`config.mk`:
```
export PLATFORM = sky130hd
export DESIGN_NAME = hazard_ctrl
export DESIGN_NICKNAME = d
export VERILOG_FILES = /design/src/rtl/hazard_ctrl_pkg.sv /design/src/rtl/hazard_ctrl_md_busy_cnt.sv /design/src/rtl/hazard_ctrl.sv
export SDC_FILE = /design/constraint.sdc
export NUM_CORES = 1
export LEC_CHECK = 0
export ABC_AREA = 1
export CORE_MARGIN = 2
export CORE_UTILIZATION = 45
export CTS_CLUSTER_DIAMETER = 30
export DETAILED_ROUTE_END_ITERATION = 7
export GPL_TIMING_DRIVEN = 0
export PLACE_DENSITY = 0.82
export SYNTH_ARGS = -nofsm -noshare
export SYNTH_HDL_FRONTEND = slang
export SYNTH_HIERARCHICAL = 1
export SYNTH_SLANG_ARGS = --single-unit
```
`constraint.sdc`:
```
create_clock -name clk -period 1.6 [get_ports clk]
set_input_delay 0.16 -clock clk [delete_from_list [all_inputs] [get_ports clk]]
set_output_delay 0.16 -clock clk [all_outputs]
set_load 0.02 [all_outputs]
```
`src/rtl/hazard_ctrl_pkg.sv`:
```
// Shared encodings and small helpers for the pipeline hazard/forwarding controller.
package hazard_ctrl_pkg;

  // Forwarding-mux select encodings (E-stage selects zero-extend these to 3 bits).
  localparam logic [1:0] SEL_RF = 2'd0;
  localparam logic [1:0] SEL_W  = 2'd1;
  localparam logic [1:0] SEL_M  = 2'd2;

  // Tuse value meaning "operand not read by this instruction".
  localparam logic [1:0] TUSE_NONE = 2'd3;

  typedef enum logic [1:0] {
    MD_NONE = 2'd0,
    MD_MULT = 2'd1,
    MD_DIV  = 2'd2,
    MD_HILO = 2'd3
  } md_op_t;

  // Destination tag carried down the pipeline.
  typedef struct packed {
    logic [4:0] dst;
    logic [1:0] tnew;
  } tag_t;

  // Tnew counts down by one per stage and never goes negative.
  function automatic logic [1:0] tnew_dec(input logic [1:0] t);
    return (t == 2'd0) ? 2'd0 : t - 2'd1;
  endfunction

  // $zero is hard-wired, so it never creates a dependency.
  function automatic logic reg_match(input logic [4:0] r, input logic [4:0] dst);
    return (r != 5'd0) && (r == dst);
  endfunction

  // An operand must wait if a producer in E or M will not have its result
  // ready by the time this instruction needs it.
  function automatic logic use_stall(input logic [4:0] r, input logic [1:0] tuse,
                                     input tag_t e, input tag_t m);
    return (tuse != TUSE_NONE) &&
           ((reg_match(r, e.dst) && (e.tnew > tuse)) ||
            (reg_match(r, m.dst) && (m.tnew > tuse)));
  endfunction

  // Youngest ready producer wins: M (only once its value exists), then W.
  function automatic logic [1:0] fwd_sel(input logic [4:0] r, input tag_t m,
                                         input logic [4:0] dst_w);
    if (reg_match(r, m.dst) && (m.tnew == 2'd0)) return SEL_M;
    if (reg_match(r, dst_w))                      return SEL_W;
    return SEL_RF;
  endfunction

endpackage

```
`src/rtl/hazard_ctrl_md_busy_cnt.sv`:
```
// Multiply/divide unit busy tracker: loads a cycle count when an MDU start
// sits in E and counts it down; busy covers both the start cycle and the count.
module md_busy_cnt
  import hazard_ctrl_pkg::*;
#(
  parameter int unsigned MULT_CYCLES = 5,
  parameter int unsigned DIV_CYCLES  = 10
) (
  input  logic   clk,
  input  logic   reset,
  input  md_op_t md_op_e,
  output logic   md_busy
);

  localparam logic [3:0] MULT_LOAD = 4'(MULT_CYCLES);
  localparam logic [3:0] DIV_LOAD  = 4'(DIV_CYCLES);

  logic [3:0] md_cnt;
  logic       md_start;

  assign md_start = (md_op_e == MD_MULT) || (md_op_e == MD_DIV);

  // Count register: a fresh start reloads, taking precedence over the decrement.
  // NOTE: state registers use non-blocking assignments so every flop samples
  // pre-edge values; blocking here would create order-dependent simulation races.
  always_ff @(posedge clk or negedge reset) begin
    if (!reset) begin
      md_cnt <= 4'd0;
    end else if (md_start) begin
      md_cnt <= (md_op_e == MD_MULT) ? MULT_LOAD : DIV_LOAD;
    end else if (md_cnt != 4'd0) begin
      md_cnt <= md_cnt - 4'd1;
    end
  end

  assign md_busy = (md_cnt != 4'd0) || md_start;

endmodule

```
`src/rtl/hazard_ctrl.sv`:
```
// Hazard and forwarding controller for a 5-stage MIPS pipeline: shadows the
// destination tags of E/M/W, produces forwarding selects and the D-stage stall.
module hazard_ctrl
  import hazard_ctrl_pkg::*;
#(
  parameter int unsigned MULT_CYCLES = 5,
  parameter int unsigned DIV_CYCLES  = 10
) (
  input  logic       clk,
  input  logic       reset,
  input  logic [4:0] rs_d,
  input  logic [4:0] rt_d,
  input  logic [1:0] tuse_rs_d,
  input  logic [1:0] tuse_rt_d,
  input  logic [4:0] dst_d,
  input  logic [1:0] tnew_d,
  input  logic [1:0] md_op_d,
  output logic       stall,
  output logic [1:0] frs_d,
  output logic [1:0] frt_d,
  output logic [2:0] frs_e,
  output logic [2:0] frt_e,
  output logic       frt_m,
  output logic       md_busy
);

  // Only fields that some output depends on are shadowed: rs past E, rt past M
  // and Tnew in W are never consulted.
  logic [4:0] rs_e;
  logic [4:0] rt_e;
  tag_t       tag_e;
  md_op_t     md_op_e;
  logic [4:0] rt_m;
  tag_t       tag_m;
  logic [4:0] dst_w;

  logic       mdu_stall;

  // Tag pipeline: D->E is bubbled on stall; E->M->W always advances.
  // NOTE: every pipeline tag is cleared by the asynchronous reset so that all
  // outputs fall to 0 immediately, without waiting for a clock edge.
  always_ff @(posedge clk or negedge reset) begin
    if (!reset) begin
      rs_e    <= 5'd0;
      rt_e    <= 5'd0;
      tag_e   <= '0;
      md_op_e <= MD_NONE;
      rt_m    <= 5'd0;
      tag_m   <= '0;
      dst_w   <= 5'd0;
    end else begin
      if (stall) begin
        rs_e    <= 5'd0;
        rt_e    <= 5'd0;
        tag_e   <= '0;
        md_op_e <= MD_NONE;
      end else begin
        rs_e    <= rs_d;
        rt_e    <= rt_d;
        tag_e   <= '{dst: dst_d, tnew: tnew_d};
        md_op_e <= md_op_t'(md_op_d);
      end
      rt_m  <= rt_e;
      tag_m <= '{dst: tag_e.dst, tnew: tnew_dec(tag_e.tnew)};
      dst_w <= tag_m.dst;
    end
  end

  md_busy_cnt #(
    .MULT_CYCLES (MULT_CYCLES),
    .DIV_CYCLES  (DIV_CYCLES)
  ) u_md_busy_cnt (
    .clk     (clk),
    .reset   (reset),
    .md_op_e (md_op_e),
    .md_busy (md_busy)
  );

  // Any MDU-touching instruction waits in D while the unit is busy.
  assign mdu_stall = (md_op_t'(md_op_d) != MD_NONE) && md_busy;

  assign stall = use_stall(rs_d, tuse_rs_d, tag_e, tag_m) ||
                 use_stall(rt_d, tuse_rt_d, tag_e, tag_m) ||
                 mdu_stall;

  assign frs_d = fwd_sel(rs_d, tag_m, dst_w);
  assign frt_d = fwd_sel(rt_d, tag_m, dst_w);
  assign frs_e = {1'b0, fwd_sel(rs_e, tag_m, dst_w)};
  assign frt_e = {1'b0, fwd_sel(rt_e, tag_m, dst_w)};
  assign frt_m = reg_match(rt_m, dst_w);

endmodule

```
==> results.md <==
* Status: complete, but fails checks
* Failing checks: hold timing, setup timing
* Unrepaired setup endpoints after global routing: yes
* Largest family of logic cells by synthesized area: simple AND/OR/NAND/NOR gates
* Switching share of power at 35.4%
* Mux contribution to synthesized area at 0%
* Clock share of power at approximately a quarter
* Hpwl dp at about 4100 um
* Hold crit path type: in -> async
* Final worst-path cycle share at 128%
* H-tree depth at 2
* Fill count at roughly 450
* Synth top area cells: dfrtp_1 40%, nand2_1 8.4%, xnor2_1 7.7%
* Mean post-synth cell area at 8.00 um2
* Fin crit period at 2.05 ns
* Ys Warns at 6
* Initial Util at 46.2%
* Fmax at 488 MHz
* Worst Clk Skew at between 0.004 and 0.005 ns
* Total Power at between 3 and 4 mW
* Initial antenna violation count at 0
* IO Port Bufs at 34
* Final GP Congestion at roughly 0.87
* Combinational power share at 39.0%
* Vias after detailed routing at 2151
* Grt total ovfl at 0
* Clk buf depth at 2
* Internal power at 2.42 mW
* Final Hold Vio Count at 16
* Sink Count at 40
* Seq pwr share at ~37%
* Critical Path RT at 1.44 ns
* Min Hold Slack at -0.0159 ns
* Slew Limit Fails at 0
* Sw Pwr at 1.33 mW
* I/O pins at 38
* Final setup fails at 29
* Drt wl/cell at approximately 13 um
* Post-Synth Adder-Cell Area at 5.48%
* Syn-to-layout area delta at 35.9%
* # diodes at 0
* Largest net degree at the start of global routing at around 40
* Core area at 5440 um2
* Max_cap viols at 0
* Number of synthesized flops with an enable pin at 0
* Synth top area share at 39.9%
* Register area share after synthesis at between 30% and 40%
* Die height at just under 80 um
* Drt initial violations at between 100 and 150
* PD cells at approximately 1100 nW/um2
* Post-synthesis compound-gate area fraction at 4.43%
* CTS root buf: clkbuf_8
* First-pass detailed-route iteration total at 4
* Num CTS Buffers at 5
* Gr usage total at 20.7%
* Slew HR at 40.3%
* Distinct cells, synth at 32
* Final WS setup at -0.448 ns
* Die area at around 6200 um2
* Vias per cell at ~4.9
* Worst-Skew Late Latency at approximately 0.29 ns
* CTS Hold Bufs at 0
* Slew @ Worst Pin at 0.896 ns
* Synth Instances at 314
* Cell Rows at 27
* Final TNS setup at -5.75 ns
* WS Path Type: reg -> out
* Max FO, Critical Path at 3
* CTS tree: yes
* Die W at slightly below 80 um
* Synth Area in XOR/XNOR at 12.2%
* Flops & latches, synth at 40
* Worst-path clk slew at 0.07 ns
* Maximum vdd drop at 675 uV
* Count of antenna-violating nets left after detailed routing at 0
* Leakage at 1.70 nW
* Post-Synthesis Cell Area at 2510 um2
* Net count, final at 405
* Worst setup SP type: flop
* Top FF cell, synth: dfrtp_1
* Layout cells sized above 1 at between 30% and 40%
* Final core occ at between 60% and 70%
* Element type at the critical path end: output port
* Routed wire length at 5890 um
* Area leader, netlist: dfrtp_1
* Simple-gate share of the synthesized area at 26.8%
* Data arrival time of the critical path at 1.89 ns
* DRC viols at 0
* Vias in the first global route at 2247
* First-pass GRT wire length at 10000 um
* Ys async rst share at 100%
[power by group through the flow]
stage	logic [mW]	clock network, mW	registers (mW)
4_1_cts	1.36	0.902	1.38
3_3_place_gp	1.23	0	1.34
5_1_grt	1.64	0.953	1.41
2_1_floorplan	0.911	0	1.31
3_5_place_dp	1.27	0	1.35
6_report	1.46	0.897	1.39
[path summary, 6_finish.rpt]
| kind | from | to | slack (ns) | cells past startpoint |
|---|---|---|---|---|
| setup / recovery | tag_e[1]$_DFF_PN0_ | stall | -0.45 | 11 |
| hold / removal | reset | rt_m[3]$_DFF_PN0_ | -0.02 | 1 |
| setup reg to reg | tag_e[1]$_DFF_PN0_ | rs_e[2]$_DFF_PN0_ | -0.25 | 12 |
| hold reg to reg | tag_e[5]$_DFF_PN0_ | tag_m[5]$_DFF_PN0_ | 0.38 | 0 |
| max in group asynchronous | reset | tag_m[4]$_DFF_PN0_ | 0.98 | 1 |
| min in group clk | rt_d[0] | rt_e[0]$_DFF_PN0_ | 0.10 | 3 |
[cell usage in the layout, fill, tap and decap left out, types with 6 or more instances in the layout]
master | synthesis | routed
a21oi_1 | 7 | 6
buf_4 | 2 | 22
buf_6 | 3 | 11
clkbuf_8 | 0 | 7
clkdlybuf4s50_1 | 0 | 13
dfrtp_1 | 40 | 29
dfrtp_2 | 0 | 11
dlygate4sd2_1 | 0 | 6
ha_1 | 11 | 6
inv_1 | 44 | 39
inv_2 | 11 | 16
nand2_1 | 56 | 52
nand3_1 | 14 | 13
nand4_1 | 6 | 6
nor2_1 | 28 | 20
nor2_2 | 21 | 28
o21ai_0 | 6 | 6
xnor2_1 | 22 | 18
xor2_1 | 13 | 12
[worst max-delay path: stages, from the launching register on]
cell and delay [ns]:
dfrtp_2 0.45, ha_4 0.28, inv_1 0.03, o21bai_1 0.14
nand2_1 0.07, nor2_1 0.10, nand3_1 0.07, nand2_1 0.08
nand2_2 0.07, nand3_2 0.10, buf_8 0.10, buf_6 0.10
[registers in the layout (all words and copies together), names as in the netlist]
| signal | count |
|---|---|
| tag_e | 7 |
| tag_m | 7 |
| dst_w | 5 |
| rs_e | 5 |
| rt_e | 5 |
| rt_m | 5 |
| u_md_busy_cnt/md_cnt | 4 |
| md_op_e | 2 |
[routing by layer]
metal / GRT usage, % / share of wire [%] / up-vias
li1: - / - / 1078
met1: 25.3 / 42 / 991
met2: 36.9 / 50 / 65
met3: 3.86 / 5.6 / 17
met4: 6.49 / 2.2 / 0
met5: 0 / 0 / -
[final cells by class]
type	count	area, um2	area share [%]
sequential	40	1010	29.7
clock inverter	1	30.0	0.880
inverter	55	206	6.05
timing repair buffer	53	482	14.1
tap	72	90.1	2.64
multi-input combinational	209	1440	42.2
clock buffer	7	96.3	2.82
buffer	5	52.6	1.54
[cell families after synthesis]
group	count (synthesis)
simple gates	142
buf+inv	66
flops	40
xor+xnor	35
compound gates	19
fa+ha+maj	11
other cells	1
[Yosys cell counts, types with 2 or more instances]
| master | count |
|---|---|
| xnor2_1 | 22 |
| nor2_2 | 21 |
| xor2_1 | 13 |
| inv_1 | 44 |
| dfrtp_1 | 40 |
| nor3_1 | 5 |
| a21oi_1 | 7 |
| buf_6 | 3 |
| o21ai_0 | 6 |
| nor4_1 | 4 |
| ha_1 | 11 |
| buf_4 | 2 |
| nand3_2 | 2 |
| or2_2 | 2 |
| nand3_1 | 14 |
| nand4_1 | 6 |
| inv_2 | 11 |
| nand2_1 | 56 |
| clkbuf_1 | 5 |
| nor2_1 | 28 |
[per-stage QoR]
step	area (um2)	instances	setup slack, ns
floorplan	2530	315	-0.0577
global placement	2960	421	-1.01
detailed placement	2960	421	-1.04
CTS	3280	437	-0.406
global route	3410	442	-0.593
finish	3410	442	-0.448
[timing repair]
action | CTS | global route
endpoints found under the hold margin | 0 | 0
endpoints found under the setup margin | 30 | 30
gates cloned | 0 | 0
gates resized for setup | 96 | 28
pin swaps | 22 | 15
buffers inserted | 14 | 6
Power figures use the tool's default switching activity.
